$ cat src/rtl/multicycle_control_unit_pkg.sv
// Shared encodings for the multicycle control unit:
// opcodes, FSM states, datapath select codes and the strobe bundle.
package multicycle_control_unit_pkg;

    localparam logic [2:0] OP_R    = 3'd0;
    localparam logic [2:0] OP_ADDI = 3'd1;
    localparam logic [2:0] OP_J    = 3'd2;
    localparam logic [2:0] OP_LW   = 3'd4;
    localparam logic [2:0] OP_SW   = 3'd5;
    localparam logic [2:0] OP_BEQ  = 3'd6;
    localparam logic [2:0] OP_ORI  = 3'd7;

    typedef enum logic [3:0] {
        S_FETCH  = 4'd0,
        S_DECODE = 4'd1,
        S_MEMADR = 4'd2,
        S_MEMRD  = 4'd3,
        S_MEMWB  = 4'd4,
        S_MEMWR  = 4'd5,
        S_EXEC   = 4'd6,
        S_ALUWB  = 4'd7,
        S_IMMEX  = 4'd8,
        S_IMMWB  = 4'd9,
        S_BRANCH = 4'd10,
        S_JUMP   = 4'd11,
        S_TRAP   = 4'd12
    } state_t;

    localparam logic [1:0] ALU_ADD   = 2'b00;
    localparam logic [1:0] ALU_SUB   = 2'b01;
    localparam logic [1:0] ALU_FUNCT = 2'b10;
    localparam logic [1:0] ALU_OR    = 2'b11;

    localparam logic [1:0] SRCB_REG  = 2'b00;
    localparam logic [1:0] SRCB_FOUR = 2'b01;
    localparam logic [1:0] SRCB_IMM  = 2'b10;
    localparam logic [1:0] SRCB_BOFS = 2'b11;

    localparam logic [1:0] PC_ALU    = 2'b00;
    localparam logic [1:0] PC_ALUOUT = 2'b01;
    localparam logic [1:0] PC_JUMP   = 2'b10;

    typedef struct packed {
        logic       pc_write;
        logic       pc_write_cond;
        logic       iord;
        logic       mem_read;
        logic       mem_write;
        logic       ir_write;
        logic       mem_to_reg;
        logic       reg_dst;
        logic       reg_write;
        logic       alu_src_a;
        logic [1:0] alu_src_b;
        logic [1:0] alu_op;
        logic [1:0] pc_src;
        logic       illegal;
    } ctrl_t;

endpackage

$ cat src/rtl/multicycle_control_unit_out_decode.sv
// Combinational state-to-strobe decoder; only FETCH looks at
// mem_ready, everything else depends on state and latched opcode.
module mcu_out_decode
    import multicycle_control_unit_pkg::*;
(
    input  state_t     state,
    input  logic [2:0] op,
    input  logic       mem_ready,
    output ctrl_t      ctrl
);

    always_comb begin
        ctrl = '0;
        unique case (state)
            S_FETCH: begin
                ctrl.mem_read = 1'b1;
                if (mem_ready) begin
                    ctrl.ir_write  = 1'b1;
                    ctrl.pc_write  = 1'b1;
                    ctrl.alu_src_b = SRCB_FOUR;
                end
            end
            S_DECODE: ctrl.alu_src_b = SRCB_BOFS;
            S_MEMADR: begin
                ctrl.alu_src_a = 1'b1;
                ctrl.alu_src_b = SRCB_IMM;
            end
            S_MEMRD: begin
                ctrl.mem_read = 1'b1;
                ctrl.iord     = 1'b1;
            end
            S_MEMWB: begin
                ctrl.reg_write  = 1'b1;
                ctrl.mem_to_reg = 1'b1;
            end
            S_MEMWR: begin
                ctrl.mem_write = 1'b1;
                ctrl.iord      = 1'b1;
            end
            S_EXEC: begin
                ctrl.alu_src_a = 1'b1;
                ctrl.alu_src_b = SRCB_REG;
                ctrl.alu_op    = ALU_FUNCT;
            end
            S_ALUWB: begin
                ctrl.reg_write = 1'b1;
                ctrl.reg_dst   = 1'b1;
            end
            S_IMMEX: begin
                ctrl.alu_src_a = 1'b1;
                ctrl.alu_src_b = SRCB_IMM;
                ctrl.alu_op    = (op == OP_ORI) ? ALU_OR : ALU_ADD;
            end
            S_IMMWB: ctrl.reg_write = 1'b1;
            S_BRANCH: begin
                ctrl.alu_src_a     = 1'b1;
                ctrl.alu_src_b     = SRCB_REG;
                ctrl.alu_op        = ALU_SUB;
                ctrl.pc_write_cond = 1'b1;
                ctrl.pc_src        = PC_ALUOUT;
            end
            S_JUMP: begin
                ctrl.pc_write = 1'b1;
                ctrl.pc_src   = PC_JUMP;
            end
            S_TRAP: ctrl.illegal = 1'b1;
            default: ctrl = '0;
        endcase
    end

endmodule

$ cat src/rtl/multicycle_control_unit.sv
// Multicycle controller: FSM, opcode latch and retired-instruction
// counter; strobes come from mcu_out_decode.
module multicycle_control_unit
    import multicycle_control_unit_pkg::*;
#(
    parameter int OP_W        = 6,
    parameter bit ENABLE_JUMP = 1'b1,
    parameter int CNT_W       = 32
) (
    input  logic             clk,
    input  logic             rst_n,
    input  logic [OP_W-1:0]  opcode,
    input  logic             zero,
    input  logic             mem_ready,
    output logic             pc_write,
    output logic             pc_write_cond,
    output logic             iord,
    output logic             mem_read,
    output logic             mem_write,
    output logic             ir_write,
    output logic             mem_to_reg,
    output logic             reg_dst,
    output logic             reg_write,
    output logic             alu_src_a,
    output logic [1:0]       alu_src_b,
    output logic [1:0]       alu_op,
    output logic [1:0]       pc_src,
    output logic             illegal,
    output logic [CNT_W-1:0] retired,
    output logic [3:0]       state_o
);

    state_t           state_q;
    state_t           state_d;
    logic [2:0]       op_q;
    logic [CNT_W-1:0] retired_q;
    logic             op_hi;
    logic             retire;
    ctrl_t            ctrl;

    // Legality is settled in DECODE, so only the low bits are kept.
    if (OP_W > 3) begin : g_hi
        assign op_hi = |opcode[OP_W-1:3];
    end else begin : g_nohi
        assign op_hi = 1'b0;
    end

    always_comb begin
        state_d = state_q;
        unique case (state_q)
            S_FETCH:  if (mem_ready) state_d = S_DECODE;
            S_DECODE: begin
                if (op_hi) begin
                    state_d = S_TRAP;
                end else begin
                    case (opcode[2:0])
                        OP_LW, OP_SW:    state_d = S_MEMADR;
                        OP_R:            state_d = S_EXEC;
                        OP_ADDI, OP_ORI: state_d = S_IMMEX;
                        OP_BEQ:          state_d = S_BRANCH;
                        OP_J:            state_d = ENABLE_JUMP ? S_JUMP
                                                               : S_TRAP;
                        default:         state_d = S_TRAP;
                    endcase
                end
            end
            S_MEMADR: state_d = (op_q == OP_SW) ? S_MEMWR : S_MEMRD;
            S_MEMRD:  if (mem_ready) state_d = S_MEMWB;
            S_MEMWR:  if (mem_ready) state_d = S_FETCH;
            S_EXEC:   state_d = S_ALUWB;
            S_IMMEX:  state_d = S_IMMWB;
            S_MEMWB, S_ALUWB, S_IMMWB,
            S_BRANCH, S_JUMP, S_TRAP:
                      state_d = S_FETCH;
            default:  state_d = S_FETCH;
        endcase
    end

    assign retire = (state_q == S_MEMWB)
                  | ((state_q == S_MEMWR) & mem_ready)
                  | (state_q == S_ALUWB)
                  | (state_q == S_IMMWB)
                  | (state_q == S_BRANCH)
                  | (state_q == S_JUMP);

    always_ff @(posedge clk or negedge rst_n) begin
        if (!rst_n) begin
            state_q   <= S_FETCH;
            op_q      <= '0;
            retired_q <= '0;
        end else begin
            state_q <= state_d;
            if (state_q == S_DECODE) op_q <= opcode[2:0];
            if (retire) retired_q <= retired_q + CNT_W'(1);
        end
    end

    mcu_out_decode u_out_decode (
        .state     (state_q),
        .op        (op_q),
        .mem_ready (mem_ready),
        .ctrl      (ctrl)
    );

    assign pc_write      = ctrl.pc_write;
    assign pc_write_cond = ctrl.pc_write_cond;
    assign iord          = ctrl.iord;
    assign mem_read      = ctrl.mem_read;
    assign mem_write     = ctrl.mem_write;
    assign ir_write      = ctrl.ir_write;
    assign mem_to_reg    = ctrl.mem_to_reg;
    assign reg_dst       = ctrl.reg_dst;
    assign reg_write     = ctrl.reg_write;
    assign alu_src_a     = ctrl.alu_src_a;
    assign alu_src_b     = ctrl.alu_src_b;
    assign alu_op        = ctrl.alu_op;
    assign pc_src        = ctrl.pc_src;
    assign illegal       = ctrl.illegal;
    assign retired       = retired_q;
    assign state_o       = state_q;

endmodule

$ cat config.mk
export PLATFORM = sky130hd
export DESIGN_NAME = multicycle_control_unit
export DESIGN_NICKNAME = d
export VERILOG_FILES = /design/src/rtl/multicycle_control_unit_pkg.sv /design/src/rtl/multicycle_control_unit_out_decode.sv /design/src/rtl/multicycle_control_unit.sv
export SDC_FILE = /design/constraint.sdc
export NUM_CORES = 1
export LEC_CHECK = 0
export ABC_AREA = 0
export CORE_MARGIN = 5
export CORE_UTILIZATION = 41
export DETAILED_ROUTE_END_ITERATION = 8
export PLACE_DENSITY = 0.77
export SETUP_SLACK_MARGIN = 0.05
export SKIP_LAST_GASP = 1
export SLEW_MARGIN = 20
export SYNTH_ARGS = -nofsm -noshare
export SYNTH_HDL_FRONTEND = slang
export SYNTH_HIERARCHICAL = 1
export SYNTH_SLANG_ARGS = --single-unit
$ cat constraint.sdc
create_clock -name clk -period 3.71 [get_ports clk]
set_input_delay 0.742 -clock clk [delete_from_list [all_inputs] [get_ports clk]]
set_output_delay 0.742 -clock clk [all_outputs]
set_load 0.01 [all_outputs]
==> qor.yml, run 1 <==
worst_setup_path:
  required_ns: 2.97
  cpMaxStageDelayCell: "dfrtp_1"
  crit_chain: "nand2b_1 -> a311oi_2 -> clkdlybuf4s50_1"
  path_class: "flop to output pin"
  cp-end-kind: "output pin"
  cp_max_fo: 24
  reg2reg_to: "retired[27]"
  regToRegStartpoint: "state_o[0]"
  cp.arrival_ns: 2.19
  ff2ff_setup_slack_ns: 1.26
  cp-start-kind: "flop"
  reg2regPathDepth: 6
  critPathMaxStageDelay_ns: 0.86
placement:
  gp_congestion: 0.732
  placed_cells: 326
  hpwl_um: 3370
  port_buffers: 61
  place_area_sq_mm: 0.00279
detailed_routing:
  routedWlPerCell_um: 14.2
  drtIter0Drc: 100
  drt-total-wl_um: 4750
  num_vias: 1724
  via_per_inst: 5.16
  drc: 0
  dr.pass1.iters: 4
  final_antenna_net_count: 0
yosys:
  yosysTopAreaCellShare_pct: 45.0
  syn_area_sq_mm: 0.00217
  async_flop_share_pct: 100
  synth_cell_types: 47
  synth-seq-cells: 39
  yosys-top-cells-area: "dfrtp_1 (45%), xnor2_1 (12%), and3_1 (3.2%)"
  synth_edf_count: 0
  syn-instance-count: 204
  seq_area_frac_synth_pct: 45.0
  synth_ff_type: "dfrtp_1"
  avgSynthCellArea_sq_um: 10.6
  yosysTopAreaCell: "dfrtp_1"
  synth_nets: 215
  yosysWarnings: 6
grt:
  grt_pass1_vias: 1696
  track_usage_pct: 14.9
  grt-ovfl-total: 0
  grt_pass1_wl_um: 7910
  antenna_found_initial: 0
  grt_max_degree: 40
sta:
  setup-violations-final: 0
  period_minus_slack_ns: 2.93
  slew_violations: 0
  maxSlewHeadroom_pct: 42.7
  rsz0062_at_grt: "no"
  hold_viol: 0
  max_freq_mhz: 341
  fin_crit_sh_pct: 79.1
  tightest_slew_ns: 0.859
  tns_ns: 0
  finalClockSkew_ns: 0.0147
min_path:
  holdCritStartpoint: "retired[31]"
  holdPathEnd: "retired[31]"
  hold_depth: 1
  hold_class: "flop to flop"
floorplanning:
  io_pins: 63
  start_util_pct: 42.2
  rows: 26
  dieArea_sq_mm: 0.00685
  die_w_um: 82.7
  core_sq_mm: 0.00514
  die_h_um: 82.7
finish:
  drive_gt1_share_pct: 11.4
  layout_common_cells: "clkdlybuf4s50_1 (60), dfrtp_1 (39), xnor2_1 (29), nand3_1 (13), nand2_1 (12)"
  nets: 274
  fin_cells: 334
  area_delta_synth_final_pct: 33.9
  design_area_sq_mm: 0.00290
  num_antenna_cells: 0
  utilization_pct: 56.5
  final_common_cell: "clkdlybuf4s50_1"
  fillers: 478
clock_network:
  cts_setup_buffers: 0
  clock_latency_ns: 0.30
  clockBufferDepth: 2
  ctsHtreeMaxLevel: 2
  tritoncts: "built"
  path_clk_slew_ns: 0.09
  hold_buffers: 0
  clock_sinks: 39
  cts_buffers: 5
  root_buffer: "clkbuf_8"
  cts_resized: 0
power:
  ir_drop_uv: 382
  powerDensity_mw_per_mm2: 584
  p_leak_uw: 0.00117
run:
  cap_violations: 0
outcome:
  status: "finished clean"
==> report_power, final <==
| part | total (uW) | switching (uW) | internal, uW |
|---|---|---|---|
| clock network | 354 | 153 | 200 |
| logic | 684 | 287 | 398 |
| registers | 658 | 168 | 490 |
| total | 1700 | 608 | 1090 |
==> how the worst max path moves through the flow <==
stage | from | to | slack [ns] | depth (start not counted)
2_1_floorplan | state_o[1] | pc_write_cond | 1.61 | 3
3_3_place_gp | mem_ready | retired[27] | 0.78 | 7
3_5_place_dp | mem_ready | alu_src_b[0] | 0.79 | 4
4_1_cts | state_o[1] | alu_src_b[1] | 0.77 | 3
5_1_grt | state_o[3] | pc_write_cond | 0.60 | 3
6_report | state_o[1] | alu_src_b[1] | 0.78 | 3
==> stage by stage <==
stage | setup WS (ns) | hold slack, ns | total power [uW]
CTS | 0.771 | 0.484 | 1710
global route | 0.600 | 0.517 | 1820
global placement | 0.785 | 0.460 | 1340
finish | 0.775 | 0.482 | 1700
detailed placement | 0.791 | 0.471 | 1360
floorplan | 1.61 | 0.446 | 1060
==> synth_stat cells (all sizes together), types with 5 or more instances <==
cell,number
nand4,9
nor2,9
o21ai,5
nand3,13
dfrtp,39
nand2,12
xor2,6
and2,5
xnor2,29
nand2b,5
buf,9
nor3,5
and3,13
and4,6
inv,5
==> registers in the layout (all words and copies together), names as in the netlist <==
signal and cells:
retired 32, state_o 4, op_q 3
==> critical path, delay by kind of cell (launching register included) <==
kind                   cells  cell delay (ns)
AO/OA/AOI/OAI              1             0.29
buffers and inverters      1             0.57
AND/OR/NAND/NOR            1             0.18
flip-flops                 1             0.86
==> metal layers <==
| layer | track usage (%) | up-vias | wire, um |
|---|---|---|---|
| met5 | 0 | - | 0 |
| met4 | 4.41 | 0 | 65 |
| met3 | 3.80 | 7 | 268 |
| met2 | 24.0 | 45 | 2260 |
| met1 | 19.7 | 830 | 2150 |
| li1 | - | 842 | - |
==> logic make-up (layout without fill, tap and decap cells) <==
group           Yosys count  after routing  synth area share, %
flops                    39             39                 45.0
fa+ha+maj                 1              1                0.577
xor+xnor                 35             35                 14.5
compound gates           20             20                 6.81
mux                       4              4                 2.08
buf+inv                  15             75                 4.50
simple gates             90             90                 26.6
==> final cells by class <==
class	count	area, sq um	share of cell area, %
Clock inverter	3	43.8	1.51
Multi-Input combinational cell	150	1100	37.7
Inverter	5	18.8	0.646
Sequential cell	39	976	33.6
Tap cell	70	87.6	3.02
Clock buffer	5	68.8	2.37
Timing Repair Buffer	62	613	21.1
Note: power is estimated with default switching activity, not from simulation.
==> inputs of run 2 (changes only) <==
--- a/config.mk
+++ b/config.mk
@@ -9,7 +9,7 @@
 export CORE_MARGIN = 5
 export CORE_UTILIZATION = 41
 export DETAILED_ROUTE_END_ITERATION = 8
-export PLACE_DENSITY = 0.77
+export PLACE_DENSITY = 0.79
 export SETUP_SLACK_MARGIN = 0.05
 export SKIP_LAST_GASP = 1
 export SLEW_MARGIN = 20
==> constraint.sdc (replaced) <==
create_clock -name clk -period 2.37 [get_ports clk]
set_input_delay 0.474 -clock clk [delete_from_list [all_inputs] [get_ports clk]]
set_output_delay 0.474 -clock clk [all_outputs]
set_load 0.01 [all_outputs]
==> run 2 against run 1 <==
  * Clock skew decreased by 0.011 ns
  * Critical path depth grew 1
  * Worst hold slack worse by 0.19 ns
  * Worst setup slack worse by 0.66 ns
  * Sequential cell count is the same
  * Core utilization increased by 3.1 points
  * Sequential share of layout area decreased by 1.6 points
  * Final area grew 5.4%
  * Clock-buffer cell count grew 1
  * Critical endpoint is now alu_src_a
  * Largest power group unchanged
  * Non-clock buffer count rose by 17
  * Critical path type unchanged
  * Via count up 5.5%
==> qor.yml, run 2 (synthesized netlist as in run 1, its figures left out) <==
placement:
  hpwl_um: 3540  # was 3370 um
  port_buffers: 61  # unchanged
  placed_cells: 336  # was 326
  gp_congestion: 0.786  # was 0.732
  place_ws_ns: -0.0535  # was 0.791 ns
sta:
  hold_viol: 0  # unchanged
  fin_crit_sh_pct: 95.0
  setup-violations-final: 0  # unchanged
  max_freq_mhz: 444
  tns_ns: 0  # unchanged
  slew_violations: 0  # unchanged
  fin_ws_ns: 0.118  # was 0.775 ns
  maxSlewHeadroom_pct: 43.0  # was 42.7%
  tightest_slew_ns: 0.855  # was 0.859 ns
  finalClockSkew_ns: 0.00334  # was 0.0147 ns
  rsz0062_at_grt: "yes"  # was no
  period_minus_slack_ns: 2.25
worst_setup_path:
  cp-end-kind: "output pin"  # unchanged
  critPathBufInv: 2  # was 1
  cp_max_fo: 6  # was 24
  reg2regPathDepth: 8  # was 6
  cp-start-kind: "flop"  # unchanged
  critical_path_depth: 4  # was 3
  cp.arrival_ns: 1.78  # was 2.19 ns
  path_class: "flop to output pin"  # unchanged
  ff2ff_setup_slack_ns: 0.27  # was 1.26 ns
  critPathMaxStageDelay_ns: 0.55  # was 0.86 ns
  required_ns: 1.90  # was 2.97 ns
  crit_family: "buffers and inverters"  # was flip-flops
  cpMaxStageDelayCell: "clkdlybuf4s50_1"  # was dfrtp_1
  crit_chain: "buf_4 -> nand2b_1 -> a21oi_1 -> clkdlybuf4s50_1"  # was nand2b_1 -> a311oi_2 -> clkdlybuf4s50_1
power:
  seqPwrFrac_pct: 33.6  # was 38.8%
  intPower_uw: 1710  # was 1090 uW
  pwr-share-comb_pct: 50.4  # was 40.4%
  total_power_uw: 2710  # was 1700 uW
  powerDensity_mw_per_mm2: 884  # was 584 mW/mm^2
  clock_power_share_pct: 16.0  # was 20.9%
  p_leak_uw: 0.00137  # was 0.00117 uW
  p_switching_uw: 994  # was 608 uW
  ir_drop_uv: 540  # was 382 uV
  switching_share_pct: 36.7  # was 35.8%
detailed_routing:
  num_vias: 1819  # was 1724
  dr.pass1.iters: 4  # unchanged
  via_per_inst: 5.18  # was 5.16
  drtIter0Drc: 103  # was 100
  final_antenna_net_count: 0  # unchanged
  drt-total-wl_um: 5100  # was 4750 um
  routedWlPerCell_um: 14.5  # was 14.2 um
  drc: 0  # unchanged
finish:
  fin_cells: 351  # was 334
  nets: 291  # was 274
  largest_register_ffs: 32  # unchanged
  num_antenna_cells: 0  # unchanged
  final_common_cell: "clkdlybuf4s50_1"  # unchanged
  layout_common_cells: "clkdlybuf4s50_1 (49), dfrtp_1 (36), xnor2_1 (29), buf_4 (14), nand3_1 (13)"  # was clkdlybuf4s50_1 (60), dfrtp_1 (39), xnor2_1 (29), nand3_1 (13), nand2_1 (12)
  area_delta_synth_final_pct: 41.1  # was 33.9%
  drive_gt1_share_pct: 17.4  # was 11.4%
clock_network:
  hold_buffers: 0  # unchanged
  path_clk_slew_ns: 0.08  # was 0.09 ns
  clock_sinks: 39  # unchanged
  cts_buffers: 5  # unchanged
  ctsHtreeMaxLevel: 2  # unchanged
  root_buffer: "clkbuf_8"  # unchanged
  clockBufferDepth: 2  # unchanged
  tritoncts: "built"  # unchanged
  clock_latency_ns: 0.28  # was 0.30 ns
floorplanning:
  die_w_um: 82.7  # unchanged
  dieArea_sq_mm: 0.00685  # unchanged
  start_util_pct: 42.2  # unchanged
  die_h_um: 82.7  # unchanged
  rows: 26  # unchanged
  io_pins: 63  # unchanged
  core_sq_mm: 0.00514  # unchanged
outcome:
  status: "finished clean"  # unchanged
grt:
  grt-ovfl-total: 0  # unchanged
  antenna_found_initial: 0  # unchanged
  track_usage_pct: 15.6  # was 14.9%
  grt_max_degree: 40  # unchanged
  grt_pass1_vias: 1798  # was 1696
  grt_pass1_wl_um: 8340  # was 7910 um
min_path:
  hold_class: "input pin to async pin"  # was flop to flop
run:
  cap_violations: 0  # unchanged
[run 2: path summary, 6_finish.rpt]
| check | start | end |
|---|---|---|
| max | state_o[3] | alu_src_a |
| min | rst_n | retired[21] |
| max reg2reg | state_o[3] | retired[6] |
| min reg2reg | retired[10] | retired[10] |
| max in group asynchronous | rst_n | state_o[3] |
| min in group clk | retired[10] | retired[10] |
[run 2: worst register-to-register path, delay by kind of cell (launching register included)]
kind                      cells  cell delay, ns
and+or+nand+nor               4            0.91
DFF                           1            0.47
buffers and inverters         3            0.48
xor gates and xnor gates      1            0.13
[run 2: metal layers]
layer	track usage, %	routed length, um	vias to the layer above
li1	-	-	876
met1	19.8	2200	869
met2	26.6	2550	72
met3	3.69	319	2
met4	4.08	29	0
met5	0	0	-
[run 2: final cells by class]
cell class | count | area (sq um)
Timing Repair Buffer | 79 | 795
Sequential cell | 39 | 980
Fill cell | 445 | 2080
Multi-Input combinational cell | 150 | 1100
Clock inverter | 2 | 12.5
Tap cell | 70 | 87.6
Inverter | 5 | 18.8
Clock buffer | 6 | 72.6
[run 2: stage by stage]
step / utilization (%) / cell area (sq um) / hold slack [ns]
finish: 59.6 / 3060 / 0.297
global route: 59.6 / 3060 / 0.359
CTS: 59.2 / 3040 / 0.311
detailed placement: 56.5 / 2900 / 0.478
global placement: 56.5 / 2900 / 0.475
floorplan: - / 2170 / 0.178
[run 2: power groups by stage]
| stage | Sequential [uW] | Combinational (uW) | Clock [uW] |
|---|---|---|---|
| final | 909 | 1360 | 433 |
| after global routing | 932 | 1490 | 477 |
| after CTS | 907 | 1360 | 451 |
| after detailed placement | 954 | 1260 | 0 |
| after global placement | 950 | 1230 | 0 |
| after floorplan | 928 | 730 | 0 |
[run 2: what timing repair did]
action | in CTS | in global routing
resized for setup | 7 | 8
setup endpoints to repair | 15 | 9
buffers inserted | 7 | 0
pin swaps | 0 | 0
==> inputs of run 3 (changes only) <==
--- a/config.mk
+++ b/config.mk
@@ -7,9 +7,9 @@
 export LEC_CHECK = 0
 export ABC_AREA = 0
 export CORE_MARGIN = 5
-export CORE_UTILIZATION = 41
+export CORE_UTILIZATION = 30
 export DETAILED_ROUTE_END_ITERATION = 8
-export PLACE_DENSITY = 0.79
+export PLACE_DENSITY = 0.61
 export SETUP_SLACK_MARGIN = 0.05
 export SKIP_LAST_GASP = 1
 export SLEW_MARGIN = 20
==> constraint.sdc (replaced) <==
create_clock -name clk -period 2.84 [get_ports clk]
set_input_delay 0.568 -clock clk [delete_from_list [all_inputs] [get_ports clk]]
set_output_delay 0.568 -clock clk [all_outputs]
set_load 0.01 [all_outputs]
==> run 3 against run 2 <==
  * Worst setup slack improved by 0.12 ns
  * Global-route usage decreased by 4.5 points
  * Core utilization decreased by 18 points
  * Sequential power decreased by 11%
  * Power decreased by 20%
  * Worst hold slack improved by 0.10 ns
  * Via count decreased by 5.6%
  * Sequential cell count unchanged
==> qor.yml, run 3 (synthesized netlist as in run 1, its figures left out) <==
worst_setup_path:
  crit_chain: "nand2b_1 -> a311oi_2 -> clkdlybuf4s50_1"  # was buf_4 -> nand2b_1 -> a21oi_1 -> clkdlybuf4s50_1
  regToRegStartpoint: "state_o[1]"  # was state_o[3]
  cp-end-kind: "output pin"  # unchanged
  ff2ff_setup_slack_ns: 0.54  # was 0.27 ns
  cpMaxStageDelayCell: "dfrtp_1"  # was clkdlybuf4s50_1
  cp-start-kind: "flop"  # unchanged
  critPathMaxStageDelay_ns: 0.72  # was 0.55 ns
  cp_max_fo: 17  # was 6
  required_ns: 2.27  # was 1.90 ns
  reg2regPathDepth: 7  # was 8
  path_class: "flop to output pin"  # unchanged
  cp.arrival_ns: 2.03  # was 1.78 ns
  reg2reg_to: "retired[13]"  # was retired[6]
grt:
  grt-ovfl-total: 0  # unchanged
  track_usage_pct: 11.0  # was 15.6%
  grt_pass1_wl_um: 8060  # was 8340 um
  grt_max_degree: 40  # unchanged
  antenna_found_initial: 0  # unchanged
  grt_pass1_vias: 1702  # was 1798
min_path:
  hold_class: "input pin to async pin"  # unchanged
finish:
  largest_register_ffs: 32  # unchanged
  drive_gt1_share_pct: 13.0  # was 17.4%
  nets: 280  # was 291
  area_delta_synth_final_pct: 36.3  # was 41.1%
  num_antenna_cells: 0  # unchanged
  layout_common_cells: "clkdlybuf4s50_1 (60), dfrtp_1 (39), xnor2_1 (29), nand3_1 (13), nand2_1 (12)"  # was clkdlybuf4s50_1 (49), dfrtp_1 (36), xnor2_1 (29), buf_4 (14), nand3_1 (13)
  utilization_pct: 41.4  # was 59.6%
  final_common_cell: "clkdlybuf4s50_1"  # unchanged
power:
  ir_drop_uv: 459  # was 540 uV
  powerDensity_mw_per_mm2: 734  # was 884 mW/mm^2
  p_leak_uw: 0.00118  # was 0.00137 uW
  p_switching_uw: 802  # was 994 uW
  intPower_uw: 1370  # was 1710 uW
  switching_share_pct: 37.0  # was 36.7%
  pwr-share-comb_pct: 45.7  # was 50.4%
  seqPwrFrac_pct: 37.3  # was 33.6%
  clock_power_share_pct: 17.0  # was 16.0%
detailed_routing:
  met1_length_um: 2240  # was 2200 um
  final_antenna_net_count: 0  # unchanged
  drtIter0Drc: 55  # was 103
  met2WireLength_um: 2370  # was 2550 um
  num_vias: 1718  # was 1819
  dr.pass1.iters: 4  # unchanged
  routedWlPerCell_um: 13.3  # was 14.5 um
  wl_met3_um: 268  # was 319 um
  topRoutingLayerUsed: "met4"  # unchanged
  drc: 0  # unchanged
  via_per_inst: 4.66  # was 5.18
  drt-total-wl_um: 4900  # was 5100 um
outcome:
  status: "finished clean"  # unchanged
sta:
  hold_ws_ns: 0.397  # was 0.297 ns
  finalClockSkew_ns: 0.00284  # was 0.00334 ns
  hold_viol: 0  # unchanged
  fin_crit_sh_pct: 91.6
  max_freq_mhz: 384
  slew_violations: 0  # unchanged
  tns_ns: 0  # unchanged
  maxSlewHeadroom_pct: 41.4  # was 43.0%
  period_minus_slack_ns: 2.60
  setup-violations-final: 0  # unchanged
  tightest_slew_ns: 0.878  # was 0.855 ns
  rsz0062_at_grt: "no"  # was yes
clock_network:
  ctsHtreeMaxLevel: 2  # unchanged
  cts_resized: 0  # was 7
  tritoncts: "built"  # unchanged
  cts_setup_buffers: 0  # was 7
  clockBufferDepth: 2  # unchanged
  root_buffer: "clkbuf_8"  # unchanged
  clock_sinks: 39  # unchanged
  clock_latency_ns: 0.28  # about the same
  path_clk_slew_ns: 0.08  # about the same
  hold_buffers: 0  # unchanged
  cts_buffers: 5  # unchanged
floorplanning:
  start_util_pct: 30.4  # was 42.2%
  dieArea_sq_mm: 0.00903  # was 0.00685 sq mm
  die_h_um: 95.0  # was 82.7 um
  rows: 31  # was 26
  die_w_um: 95.0  # was 82.7 um
  io_pins: 63  # unchanged
  core_sq_mm: 0.00714  # was 0.00514 sq mm
run:
  cap_violations: 0  # unchanged
placement:
  hpwl_um: 3580  # was 3540 um
  port_buffers: 61  # unchanged
  gp_congestion: 0.802  # was 0.786
[run 3: routing by layer]
layer  global-route usage, %  vias up
met3                    2.84        2
met2                    18.7       45
li1                        -      857
met4                    3.25        0
met1                    13.8      814
met5                       0        -
[run 3: worst max path at each step]
| stage | startpoint | to | slack, ns | depth (start not counted) |
|---|---|---|---|---|
| after CTS | state_o[1] | alu_src_b[1] | 0.21 | 3 |
| after floorplan | state_o[3] | retired[31] | 0.90 | 7 |
| final | state_o[1] | alu_src_b[1] | 0.24 | 3 |
| after detailed placement | mem_ready | alu_src_b[0] | 0.28 | 4 |
| after global routing | state_o[1] | alu_src_b[1] | 0.09 | 3 |
| after global placement | mem_ready | retired[16] | 0.29 | 6 |
[run 3: cell type report]
class | instances | area (sq um)
inverters | 5 | 18.8
clock buffers | 6 | 72.6
fillers | 726 | 4180
repair buffers | 68 | 658
flip-flops and latches | 39 | 976
clock inverters | 2 | 12.5
multi-input cells | 150 | 1100
well taps | 99 | 124
[run 3: worst max-delay path, delay by kind of cell (launching register included)]
kind | cells | cell delay [ns]
DFF | 1 | 0.72
buffers and inverters | 1 | 0.58
AOI/OAI and AO/OA | 1 | 0.28
and+or+nand+nor | 1 | 0.17
[run 3: stage by stage]
| stage | instances | setup slack (ns) | power (uW) | cell area (sq um) |
|---|---|---|---|---|
| floorplan | 204 | 0.902 | 1380 | 2170 |
| global placement | 361 | 0.289 | 1800 | 2870 |
| detailed placement | 361 | 0.278 | 1830 | 2870 |
| CTS | 369 | 0.209 | 2210 | 2960 |
| global route | 369 | 0.0861 | 2320 | 2960 |
| finish | 369 | 0.238 | 2170 | 2960 |
[run 3: power groups by stage]
stage,logic [uW],clock network [uW],registers (uW)
CTS,1010,389,813
finish,992,369,810
detailed placement,1010,0,822
floorplan,609,0,774
global placement,985,0,818
global route,1080,404,836
